[config.mk]
export PLATFORM = sky130hd
export DESIGN_NAME = mem_sp_arbiter
export DESIGN_NICKNAME = d
export VERILOG_FILES = /design/src/rtl/mem_sp_arbiter.sv
export SDC_FILE = /design/constraint.sdc
export NUM_CORES = 1
export LEC_CHECK = 0
export ABC_AREA = 1
export BUFFER_PORTS_ARGS = -buffer_cell sky130_fd_sc_hd__buf_2
export CAP_MARGIN = 0
export CELL_PAD_IN_SITES_DETAIL_PLACEMENT = 1
export CELL_PAD_IN_SITES_GLOBAL_PLACEMENT = 1
export CORE_UTILIZATION = 24
export CTS_BUF_LIST = sky130_fd_sc_hd__clkbuf_4 sky130_fd_sc_hd__clkbuf_8 sky130_fd_sc_hd__clkbuf_16
export CTS_CLUSTER_SIZE = 40
export DETAILED_ROUTE_END_ITERATION = 8
export GPL_TIMING_DRIVEN = 0
export PLACE_DENSITY_LB_ADDON = 0.12
export SYNTH_ARGS = -nofsm -noshare
export SYNTH_HDL_FRONTEND = slang
export SYNTH_SLANG_ARGS = --single-unit
[constraint.sdc]
create_clock -name clk -period 2.4 [get_ports clk]
set_clock_uncertainty 0.1 [all_clocks]
set_input_delay 0.48 -clock clk [delete_from_list [all_inputs] [get_ports clk]]
set_output_delay 0.48 -clock clk [all_outputs]
set_load 0.03 [all_outputs]
[src/rtl/mem_sp_arbiter.sv]
// Round-robin arbiter sharing one single-port SRAM macro between NUM_REQ requesters,
// with an optional post-reset zero-fill pass and a one-cycle tagged read response.
module mem_sp_arbiter #(
  parameter int NUM_REQ   = 2,
  parameter int DATA_BIT  = 32,
  parameter int DEPTH     = 128,
  parameter int ADDR_BIT  = $clog2(DEPTH),
  parameter int INIT_ZERO = 1
) (
  input  logic                         clk,
  input  logic                         rst,
  input  logic [NUM_REQ-1:0]           req_valid,
  input  logic [NUM_REQ-1:0]           req_wen,
  input  logic [NUM_REQ*ADDR_BIT-1:0]  req_addr,
  input  logic [NUM_REQ*DATA_BIT-1:0]  req_wdata,
  output logic [NUM_REQ-1:0]           req_ready,
  output logic [NUM_REQ-1:0]           rsp_valid,
  output logic [DATA_BIT-1:0]          rsp_rdata,
  output logic                         init_done,
  output logic                         mem_csb,
  output logic                         mem_web,
  output logic [ADDR_BIT-1:0]          mem_addr,
  output logic [DATA_BIT-1:0]          mem_din,
  input  logic [DATA_BIT-1:0]          mem_dout
);

  localparam int PTR_BIT = (NUM_REQ > 1) ? $clog2(NUM_REQ) : 1;

  localparam logic [0:0] ST_INIT = 1'b0;
  localparam logic [0:0] ST_RUN  = 1'b1;
  localparam logic [0:0] ST_RESET = (INIT_ZERO != 0) ? ST_INIT : ST_RUN;
  localparam logic       DONE_RESET = (INIT_ZERO != 0) ? 1'b0 : 1'b1;

  localparam logic [ADDR_BIT-1:0] LAST_ADDR  = ADDR_BIT'(DEPTH - 1);
  localparam logic [ADDR_BIT:0]   DEPTH_W    = (ADDR_BIT + 1)'(DEPTH);
  localparam logic [PTR_BIT-1:0]  LAST_PTR   = PTR_BIT'(NUM_REQ - 1);
  localparam logic                POW2_DEPTH = (DEPTH == (1 << ADDR_BIT)) ? 1'b1 : 1'b0;

  function automatic logic [NUM_REQ-1:0] onehot_f(input logic [PTR_BIT-1:0] idx);
    logic [NUM_REQ-1:0] v;
    v      = {NUM_REQ{1'b0}};
    v[idx] = 1'b1;
    return v;
  endfunction

  function automatic logic [PTR_BIT-1:0] next_ptr_f(input logic [PTR_BIT-1:0] idx);
    return (idx == LAST_PTR) ? {PTR_BIT{1'b0}} : idx + PTR_BIT'(1);
  endfunction

  logic [0:0]          state_r;
  logic [ADDR_BIT-1:0] init_cnt_r;
  logic                init_done_r;
  logic [PTR_BIT-1:0]  rr_r;
  logic [NUM_REQ-1:0]  rd_pend_r;
  logic                rd_oor_r;
  logic [NUM_REQ-1:0]  rsp_valid_r;
  logic [DATA_BIT-1:0] rsp_rdata_r;

  logic                found_s;
  logic [PTR_BIT-1:0]  grant_idx_s;
  logic [PTR_BIT-1:0]  cand_idx_s;
  logic                xfer_s;
  logic                g_wen_s;
  logic [ADDR_BIT-1:0] g_addr_s;
  logic [DATA_BIT-1:0] g_wdata_s;
  logic                in_range_s;

  // round-robin search starting at the pointer, wrapping at NUM_REQ
  always_comb begin
    found_s     = 1'b0;
    grant_idx_s = {PTR_BIT{1'b0}};
    cand_idx_s  = {PTR_BIT{1'b0}};
    for (int k = 0; k < NUM_REQ; k++) begin
      cand_idx_s = PTR_BIT'((int'(rr_r) + k) % NUM_REQ);
      if (!found_s && req_valid[cand_idx_s]) begin
        found_s     = 1'b1;
        grant_idx_s = cand_idx_s;
      end else begin
        found_s     = found_s;
      end
    end
  end

  assign xfer_s     = !rst && (state_r == ST_RUN) && found_s;
  assign g_wen_s    = req_wen[grant_idx_s];
  assign g_addr_s   = req_addr[grant_idx_s*ADDR_BIT +: ADDR_BIT];
  assign g_wdata_s  = req_wdata[grant_idx_s*DATA_BIT +: DATA_BIT];
  // out-of-range addresses only exist when DEPTH is not a power of two
  assign in_range_s = POW2_DEPTH || ({1'b0, g_addr_s} < DEPTH_W);
  assign req_ready  = xfer_s ? onehot_f(grant_idx_s) : {NUM_REQ{1'b0}};

  // macro drive: zero-fill sweep, granted access, or idle with chip deselected
  always_comb begin
    mem_csb  = 1'b1;
    mem_web  = 1'b1;
    mem_addr = {ADDR_BIT{1'b0}};
    mem_din  = {DATA_BIT{1'b0}};
    if (rst) begin
      mem_csb = 1'b1;
    end else begin
      case (state_r)
        ST_INIT: begin
          mem_csb  = 1'b0;
          mem_web  = 1'b0;
          mem_addr = init_cnt_r;
        end
        ST_RUN: begin
          if (xfer_s && in_range_s) begin
            mem_csb  = 1'b0;
            mem_web  = !g_wen_s;
            mem_addr = g_addr_s;
            mem_din  = g_wdata_s;
          end else begin
            mem_csb  = 1'b1;
          end
        end
        default: begin
          mem_csb = 1'b1;
        end
      endcase
    end
  end

  // state, zero-fill counter and round-robin pointer
  always_ff @(posedge clk or posedge rst) begin
    if (rst) begin
      state_r     <= ST_RESET;
      init_cnt_r  <= {ADDR_BIT{1'b0}};
      init_done_r <= DONE_RESET;
      rr_r        <= {PTR_BIT{1'b0}};
    end else begin
      case (state_r)
        ST_INIT: begin
          init_cnt_r <= init_cnt_r + ADDR_BIT'(1);
          if (init_cnt_r == LAST_ADDR) begin
            state_r     <= ST_RUN;
            init_done_r <= 1'b1;
          end
        end
        ST_RUN: begin
          if (xfer_s) begin
            rr_r <= next_ptr_f(grant_idx_s);
          end
        end
        default: begin
          state_r <= ST_RUN;
        end
      endcase
    end
  end

  // read response: tag the reader at accept, capture macro output one edge later
  always_ff @(posedge clk or posedge rst) begin
    if (rst) begin
      rd_pend_r   <= {NUM_REQ{1'b0}};
      rd_oor_r    <= 1'b0;
      rsp_valid_r <= {NUM_REQ{1'b0}};
      rsp_rdata_r <= {DATA_BIT{1'b0}};
    end else begin
      rd_pend_r   <= (xfer_s && !g_wen_s) ? onehot_f(grant_idx_s) : {NUM_REQ{1'b0}};
      rd_oor_r    <= !in_range_s;
      rsp_valid_r <= rd_pend_r;
      if (rd_pend_r != {NUM_REQ{1'b0}}) begin
        rsp_rdata_r <= rd_oor_r ? {DATA_BIT{1'b0}} : mem_dout;
      end
    end
  end

  assign rsp_valid = rsp_valid_r;
  assign rsp_rdata = rsp_rdata_r;
  assign init_done = init_done_r;

endmodule

==> results.cfg, run 1 <==
[routing]
drc = 0
avgViaCountPerCell = 4.25
num_vias = 2632
route.detailed.wl_per_inst_microns = 13.9
drt_iter0_drc = 45
first_pass_iters = 3
antenna_left = 0
routed_wirelength_mm = 8.61

[global_routing]
antenna_found_initial = 0
grt_pass1_wl_mm = 12.8
grt_pass1_vias = 2556
grt_overflow = 0
grt_max_degree = 28
grtUsageTotal_pct = 15.8

[setup_path]
cp.arrival_ns = 1.73
cp.required_ns = 1.82
worst-path-max-fanout = 8
critical_path_class = in -> out
cp-end-kind = output pin
crit_path_start_kind = input pin

[sta]
timing.final.crit_period_ns = 2.31
relSlewSlack_pct = 73.8
fin_setup_tns_ns = 0
holdWs_ns = 0.0769
report.final.setup_viol = 0
worst_slew_pin_slew_ns = 0.392
drv_slew = 0
hold_viol_final = 0
fmax_mhz = 433
fin_crit_sh_pct = 96.3

[die]
die_w_microns = 103
coreArea_sq_um = 9770
start_util_pct = 24.8
ioPinCount = 194
die_area_sq_um = 10500
die_h_microns = 103
fp-row-count = 36

[power]
peakVddDrop_uv = 277
p_int_mw = 1.26
seqPwrFrac_pct = 48.6
clkPwrFrac_pct = 34.9
combPwrFrac_pct = 16.5
p_leak_nw = 2.21
p_switching_mw = 0.418
p_per_area_nw_per_um2 = 431
switching_share_pct = 25.0

[logic_synthesis]
synthArstFlopShare_pct = 100
syn_area_sq_um = 2430
synth_top_area_share_pct = 47.4
synth_cell_types = 26
synthCells = 278
synthFlopType = dfrtp_1
ys_seq_area_share_pct = 47.4
synth-seq-cells = 46
synth_area_leaders = dfrtp_1 (47%), nand2_1 (18%), mux2_2 (15%)
synth-edff-count = 0
syn_avg_cell_area_sq_um = 8.74
syn_nets = 395
synthMostInstantiatedCell = nand2_1
synthTopCellsByCount = nand2_1 (119), dfrtp_1 (46), mux2_2 (32), nand3_1 (12)
yosysTopAreaCell = dfrtp_1
ys_warn_count = 0

[clock_tree]
cts_sinks = 46
path_clk_slew_ns = 0.08
htreeDepth = 2
cts_buffers = 5
cts_root_buf = clkbuf_8
clockBufferDepth = 2
insertion_delay_ns = 0.29
cts_tree = done
cts_hold_buf = 0

[layout]
regArea_sq_um = 1150
instances_no_fill = 620
drive_above_1_share_pct = 56.3
nNetsFinal = 604
fin_util_pct = 39.7
antennaDiodeCount = 0
fill_cells = 1233
multi_input_area_sq_um = 1180
areaGrowthSynthToFinish_pct = 59.9

[placed_design]
port_buffers = 193
routabilityCongestion = 0.717
hpwlAfterDp_mm = 6.77
dp.cells = 604

[run_status]
status = complete, no violations

[flow_run]
drv_cap = 0

[worst_hold_path]
min_path_type = in -> async
## power by group through the flow
stage	clock network, mW	registers, mW	logic, mW
global route	0.647	0.818	0.303
CTS	0.610	0.814	0.277
detailed placement	0	0.830	0.268
finish	0.584	0.814	0.277
global placement	0	0.828	0.264
floorplan	0	0.886	0.0658
## worst max-delay path, cell delays in order
cell       delay, ns
buf_4           0.18
inv_12          0.08
nand2_4         0.07
nor2_8          0.13
inv_4           0.07
nor2_4          0.15
buf_12          0.14
clkbuf_16       0.14
nand2_2         0.04
nand2_1         0.05
buf_2           0.19
## worst paths after layout
check | from | endpoint | slack [ns] | depth (start not counted)
min in group clk | req_wen[0] | rd_pend_r[0] | 0.27 | 2
worst max-delay path | rst | mem_din[24] | 0.09 | 11
worst min-delay path | rst | rsp_rdata[26] | 0.08 | 2
worst max register to register | rd_pend_r[1] | rsp_rdata[14] | 0.79 | 3
worst min register to register | rd_pend_r[0] | rsp_valid[0] | 0.29 | 0
max in group asynchronous | rst | rsp_rdata[11] | 1.87 | 2
## through the flow
step           instance area, sq um  power [mW]  setup slack [ns]
3_5_place_dp                   3570        1.10            -0.386
5_1_grt                        3880        1.77           -0.0162
4_1_cts                        3720        1.70           0.00458
3_3_place_gp                   3570        1.09            -0.382
2_1_floorplan                  2430       0.951            0.0851
6_report                       3880        1.67            0.0885
## placed cells by master, fill, tap and decap left out
| cell | count |
|---|---|
| a21o_1 | 1 |
| a21oi_1 | 10 |
| buf_12 | 1 |
| buf_2 | 182 |
| buf_4 | 6 |
| buf_6 | 6 |
| buf_8 | 1 |
| bufinv_16 | 1 |
| clkbuf_1 | 1 |
| clkbuf_16 | 1 |
| clkbuf_4 | 14 |
| clkbuf_8 | 6 |
| dfrtp_1 | 46 |
| ha_1 | 1 |
| inv_1 | 9 |
| inv_12 | 1 |
| inv_2 | 2 |
| inv_4 | 1 |
| inv_6 | 2 |
| mux2_2 | 32 |
| nand2_1 | 117 |
| nand2_2 | 9 |
| nand2_4 | 3 |
| nand3_1 | 11 |
| nand3_2 | 1 |
| nand3b_1 | 1 |
| nand4_1 | 1 |
| nor2_1 | 5 |
| nor2_2 | 1 |
| nor2_4 | 2 |
| nor2_8 | 1 |
| nor3_1 | 1 |
| o21ai_0 | 4 |
| o21bai_1 | 1 |
| or2_2 | 1 |
| xnor2_1 | 2 |
| xor2_1 | 2 |
## per-layer routing
metal  GRT usage (%)  up-vias  share of wire [%]
met5               0        -                  0
met4            2.97        0                1.1
met3            3.86        6                8.0
met2            30.1       95                 53
met1            17.8     1234                 38
li1                -     1297                  -
## final cells by class
type	instances	area share [%]
timing repair inverter	2	0.451
buffer	11	2.32
tap	133	4.28
multi-input combinational	207	30.4
clock buffer	6	2.13
inverter	13	1.64
clock inverter	1	0.773
timing repair buffer	201	28.4
sequential	46	29.6
## sequential cells by signal (all words and copies together), names as in the netlist
name	flops
rsp_rdata	32
init_cnt_r	7
rd_pend_r	2
rsp_valid	2
init_done	1
rr_r	1
state_r	1
## cells by family (layout without fill, tap and decap cells)
| family | after synthesis | in the layout | share of synthesized area (%) |
|---|---|---|---|
| xor+xnor | 4 | 4 | 1.44 |
| compound gates | 16 | 16 | 3.50 |
| simple gates | 154 | 154 | 27.0 |
| fa+ha+maj | 1 | 1 | 0.515 |
| mux | 32 | 32 | 14.8 |
| flops | 46 | 46 | 47.4 |
| buf+inv | 25 | 234 | 5.26 |
## timing repair
action	4_1_cts	5_1_grt
cloned	2	3
endpoints found under the setup margin	37	32
pin swaps	0	2
resized for setup	7	29
setup buffers	0	5
Note: power is estimated with default switching activity, not from simulation.
==> run 2, diff against run 1 <==
ABC_AREA = not set   (was 1)
==> run 2 against run 1 <==
Net effect: routed wire length down 15%; hold slack improved by 0.068 ns; sequential power is essentially flat; register-to-register slack barely moved; sequential cell count stayed put; die area shrank 5.3%; critical path depth fell by 5; utilization decreased by 0.91 points; maximum frequency fell by 0.77%; clock-buffer cell count stayed put; combinational power down 6%.
==> results.cfg, run 2 <==
[run_status]
status = complete, no violations

[logic_synthesis]
yosysTopAreaCell = dfrtp_1
synth_cell_types = 31
synth-edff-count = 0
synthFlopType = dfrtp_1
syn_avg_cell_area_sq_um = 12.4
synthCells = 186
synthArstFlopShare_pct = 100
synth-seq-cells = 46
syn_nets = 303
ys_seq_area_share_pct = 50.1
syn_area_sq_um = 2300
synthTopCellsByCount = dfrtp_1 (46), mux2_2 (33), a22o_1 (28), o21ai_0 (7)
synth_area_leaders = dfrtp_1 (50%), mux2_2 (16%), a22o_1 (11%)
synth_top_area_share_pct = 50.1
ys_warn_count = 0
synthMostInstantiatedCell = dfrtp_1

[sta]
rsz0062_at_grt = no
report.final.setup_viol = 0
holdWs_ns = 0.145
drv_slew = 0
timing.final.crit_period_ns = 2.33
fin_crit_sh_pct = 97.1
relSlewSlack_pct = 61.3
fin_setup_tns_ns = 0
worst_slew_pin_slew_ns = 0.574
fmax_mhz = 429
hold_viol_final = 0

[clock_tree]
cts_buffers = 5
clockBufferDepth = 2
cts_root_buf = clkbuf_8
cts_hold_buf = 0
htreeDepth = 2
insertion_delay_ns = 0.30
cts_tree = done
path_clk_slew_ns = 0.09
cts_sinks = 46

[layout]
antennaDiodeCount = 0
areaGrowthSynthToFinish_pct = 56.1
nNetsFinal = 505
drive_above_1_share_pct = 65.6
final_area_sq_um = 3590
final_cell_mix = buf_2 (190), dfrtp_1 (46), mux2_2 (33)
largest_register_ffs = 32
final_common_cell = buf_2

[global_routing]
grt_pass1_vias = 2319
antenna_found_initial = 0
grtUsageTotal_pct = 14.6
grt_overflow = 0
grt_pass1_wl_mm = 11.3
grt_max_degree = 26

[setup_path]
crit_start = rr_r
r2r-end = rsp_rdata[20]
reg2reg_depth = 3
crit_path_end = mem_din[14]
cp-end-kind = output pin
worst-path-max-fanout = 10
cp.required_ns = 1.82
r2r-start = rd_pend_r[1]
crit_path_start_kind = flip-flop
cp.arrival_ns = 1.75
critical_path_class = reg -> out
rrSetupSlack_ns = 0.80

[routing]
routed_wirelength_mm = 7.29
first_pass_iters = 4
num_vias = 2270
drt_iter0_drc = 45
route.detailed.wl_per_inst_microns = 14.1
drc = 0
avgViaCountPerCell = 4.38
antenna_left = 0

[die]
die_area_sq_um = 9970
ioPinCount = 194
die_h_microns = 99.9
start_util_pct = 24.9
fp-row-count = 35
coreArea_sq_um = 9240
die_w_microns = 99.9

[placed_design]
hpwlAfterDp_mm = 6.05
routabilityCongestion = 0.738
port_buffers = 193
placed_area_sq_um = 3450

[power]
peakVddDrop_uv = 213
p_per_area_nw_per_um2 = 434
p_leak_nw = 1.90

[flow_run]
drv_cap = 0

[worst_hold_path]
min_path_type = in -> async
==> run 2: worst min path at each step <==
stage	from	endpoint	cells after the start
2_1_floorplan	rd_pend_r[1]	rsp_valid[1]	0
3_3_place_gp	rd_pend_r[1]	rsp_valid[1]	0
3_5_place_dp	rd_pend_r[1]	rsp_valid[1]	0
4_1_cts	rst	init_cnt_r[6]	2
5_1_grt	rst	init_cnt_r[6]	2
6_report	rst	init_cnt_r[6]	2
==> run 2: logic make-up (layout without fill, tap and decap cells) <==
kind of cell	after synthesis	after routing	synth area share, %
compound gates	51	51	17.6
flops	46	46	50.1
mux	33	33	16.2
simple gates	32	32	8.33
buf+inv	17	220	4.95
xor+xnor	6	6	2.29
fa+ha+maj	1	1	0.544
==> run 2: final cells by class <==
cell class              instances  area, sq um
clock inverters                 2         13.8
clock buffers                   6         76.3
multi-input cells             123         1040
well taps                     129          161
repair buffers                195         1010
inverters                       4         15.0
plain buffers                  13          111
fillers                      1101         5650
flip-flops and latches         46         1150
==> run 2: timing repair <==
action                                 in CTS  in global routing
endpoints found under the hold margin       0                  0
resized for setup                           1                 17
setup buffers                               0                  1
setup endpoints to repair                   7                 31
==> run 2: power breakdown <==
part           total [mW]  internal, mW  switching [mW]
combinational       0.259         0.118           0.141
clock               0.485         0.217           0.268
sequential          0.813         0.802          0.0111
total                1.56          1.14           0.420
==> run 2: routing by layer <==
layer	wire length, microns	share of wire (%)	track usage [%]	up-vias
li1	-	-	-	1098
met1	3050	42	17.9	1082
met2	3740	51	25.4	84
met3	423	5.8	3.41	6
met4	80	1.1	4.07	0
met5	0	0	0	-
==> run 2: metrics by stage <==
stage	total power [mW]	utilization [%]	instances	setup WS (ns)
detailed placement	1.09	37.3	509	0.132
floorplan	0.946	-	186	0.0287
finish	1.56	38.8	518	0.0705
global route	1.64	38.8	518	0.000645
CTS	1.59	38.3	517	0.00623
global placement	1.08	37.1	508	-0.0299
==> run 2: critical path, stage by stage, from the launching register on <==
cell and delay (ns):
dfrtp_1 0.43, nand2b_4 0.16, and3_4 0.17, buf_6 0.14
buf_6 0.14, a22o_1 0.24, clkbuf_4 0.18
==> run 3, diff against run 2 <==
HOLD_SLACK_MARGIN = 0.12   (was not set)
PLACE_DENSITY = 0.87   (was not set)
PLACE_DENSITY_LB_ADDON = not set   (was 0.12)
==> run 3 against run 2 <==
Net effect: sequential cell count stayed put; utilization rose by 0.51 points; routed wire length up 7.9%; combinational power about the same.
==> results.cfg, run 3 (synthesis results as in run 2) <==
[layout]
final_cell_mix = buf_2 (175), dfrtp_1 (46), mux2_2 (33)
fin_util_pct = 39.3
drive_above_1_share_pct = 65.9
nNetsFinal = 506
fill_cells = 1097
final_common_cell = buf_2
antennaDiodeCount = 0
final_area_sq_um = 3630
areaGrowthSynthToFinish_pct = 58.1
largest_register_ffs = 32

[die]
die_h_microns = 99.9
die_w_microns = 99.9
start_util_pct = 24.9
coreArea_sq_um = 9240
fp-row-count = 35
ioPinCount = 194
die_area_sq_um = 9970

[flow_run]
drv_cap = 0

[power]
seqPwrFrac_pct = 51.3
p_switching_mw = 0.418
p_per_area_nw_per_um2 = 437
p_int_mw = 1.17
combPwrFrac_pct = 16.5
peakVddDrop_uv = 209
switching_share_pct = 26.3
clkPwrFrac_pct = 32.2
finalPower_mw = 1.59
p_leak_nw = 1.89

[clock_tree]
cts_root_buf = clkbuf_8
cts_tree = done
htreeDepth = 2
clockBufferDepth = 2
path_clk_slew_ns = 0.09
cts_sinks = 46
insertion_delay_ns = 0.29
cts_buffers = 5

[global_routing]
grtUsageTotal_pct = 15.1
grt_overflow = 0
grt_pass1_vias = 2433
grt_pass1_wl_mm = 12.0
grt_max_degree = 27
antenna_found_initial = 0

[routing]
antenna_left = 0
drt_iter0_drc = 25
wl_met2_mm = 4.39
avgViaCountPerCell = 4.51
first_pass_iters = 4
drc = 0
wl_met3_microns = 272
num_vias = 2340
routed_wirelength_mm = 7.87
route.detailed.wl_per_inst_microns = 15.2
wl_met1_mm = 3.10
routed.top_layer = met4

[setup_path]
cp-end-kind = output pin
cpLargestDelayFamily = buffers and inverters
critical_path_class = reg -> out
crit_path_start_kind = flip-flop
path_cells = nor2b_4, and3_1, buf_4, buf_4, a22o_1, clkbuf_4
crit_cells = 6
slowest_stage = dfrtp_1
cp_num_buf_inv = 3
critical-path-top-cell-by-count = buf_4
cp.required_ns = 1.82
crit_path_max_incr_delay_ns = 0.41
worst-path-max-fanout = 10
reg2reg_depth = 3
cp.arrival_ns = 1.78

[sta]
drv_slew = 0
relSlewSlack_pct = 59.1
hold_viol_final = 0
fmax_mhz = 423
rsz0062_at_grt = yes
report.final.setup_viol = 0
worst_slew_pin_slew_ns = 0.607
fin_setup_tns_ns = 0
fin_crit_sh_pct = 98.5
holdWs_ns = 0.151
timing.final.crit_period_ns = 2.36

[placed_design]
routabilityCongestion = 0.752
port_buffers = 193
placed_area_sq_um = 3450
hpwlAfterDp_mm = 6.44

[worst_hold_path]
min_path_type = in -> async

[run_status]
status = complete, no violations
run 3: path summary, 6_finish.rpt:
kind	startpoint	to	slack, ns
max reg2reg	rd_pend_r[1]	rsp_rdata[19]	0.77
max in group asynchronous	rst	rsp_rdata[26]	1.54
min	rst	init_cnt_r[0]	0.15
min in group clk	req_wen[1]	rd_pend_r[1]	0.25
min reg2reg	rd_pend_r[0]	rsp_valid[0]	0.30
max	state_r	mem_din[15]	0.04
run 3: final cells by class:
type	instances	area, sq um	area share (%)
Tap cell	129	161	4.44
Clock inverter	1	8.76	0.241
Clock buffer	7	90.1	2.48
Inverter	4	15.0	0.413
Sequential cell	46	1150	31.7
Multi-Input combinational cell	123	1050	28.9
Buffer	13	100	2.75
Timing Repair Buffer	196	1060	29.1
run 3: repair_timing:
action | CTS | global route
resized for setup | 5 | 24
pin swaps | 0 | 0
hold buffers | 0 | 0
endpoints found under the setup margin | 28 | 34
buffers inserted | 0 | 2
run 3: worst reg2reg max path, cell delays in order, from the launching register on:
cell and delay, ns:
dfrtp_1 0.40, nor2_1 0.32, buf_2 0.32, mux2_2 0.37
run 3: power by group through the flow:
stage | Combinational [mW] | Sequential, mW | Clock [mW]
after CTS | 0.265 | 0.815 | 0.535
final | 0.262 | 0.815 | 0.511
after global routing | 0.284 | 0.818 | 0.563
after global placement | 0.250 | 0.827 | 0
after detailed placement | 0.264 | 0.831 | 0
after floorplan | 0.0605 | 0.886 | 0
run 3: through the flow:
stage | worst slack (ns) | cells
6_report | 0.0359 | 519
5_1_grt | -0.0555 | 519
4_1_cts | -0.00509 | 517
3_5_place_dp | 0.0840 | 509
3_3_place_gp | 0.106 | 508
2_1_floorplan | 0.0287 | 186
run 3: metal layers:
| layer | up-vias | track usage (%) |
|---|---|---|
| met5 | - | 0 |
| met4 | 0 | 4.07 |
| met3 | 8 | 1.60 |
| met2 | 87 | 29.4 |
| met1 | 1152 | 17.3 |
| li1 | 1093 | - |
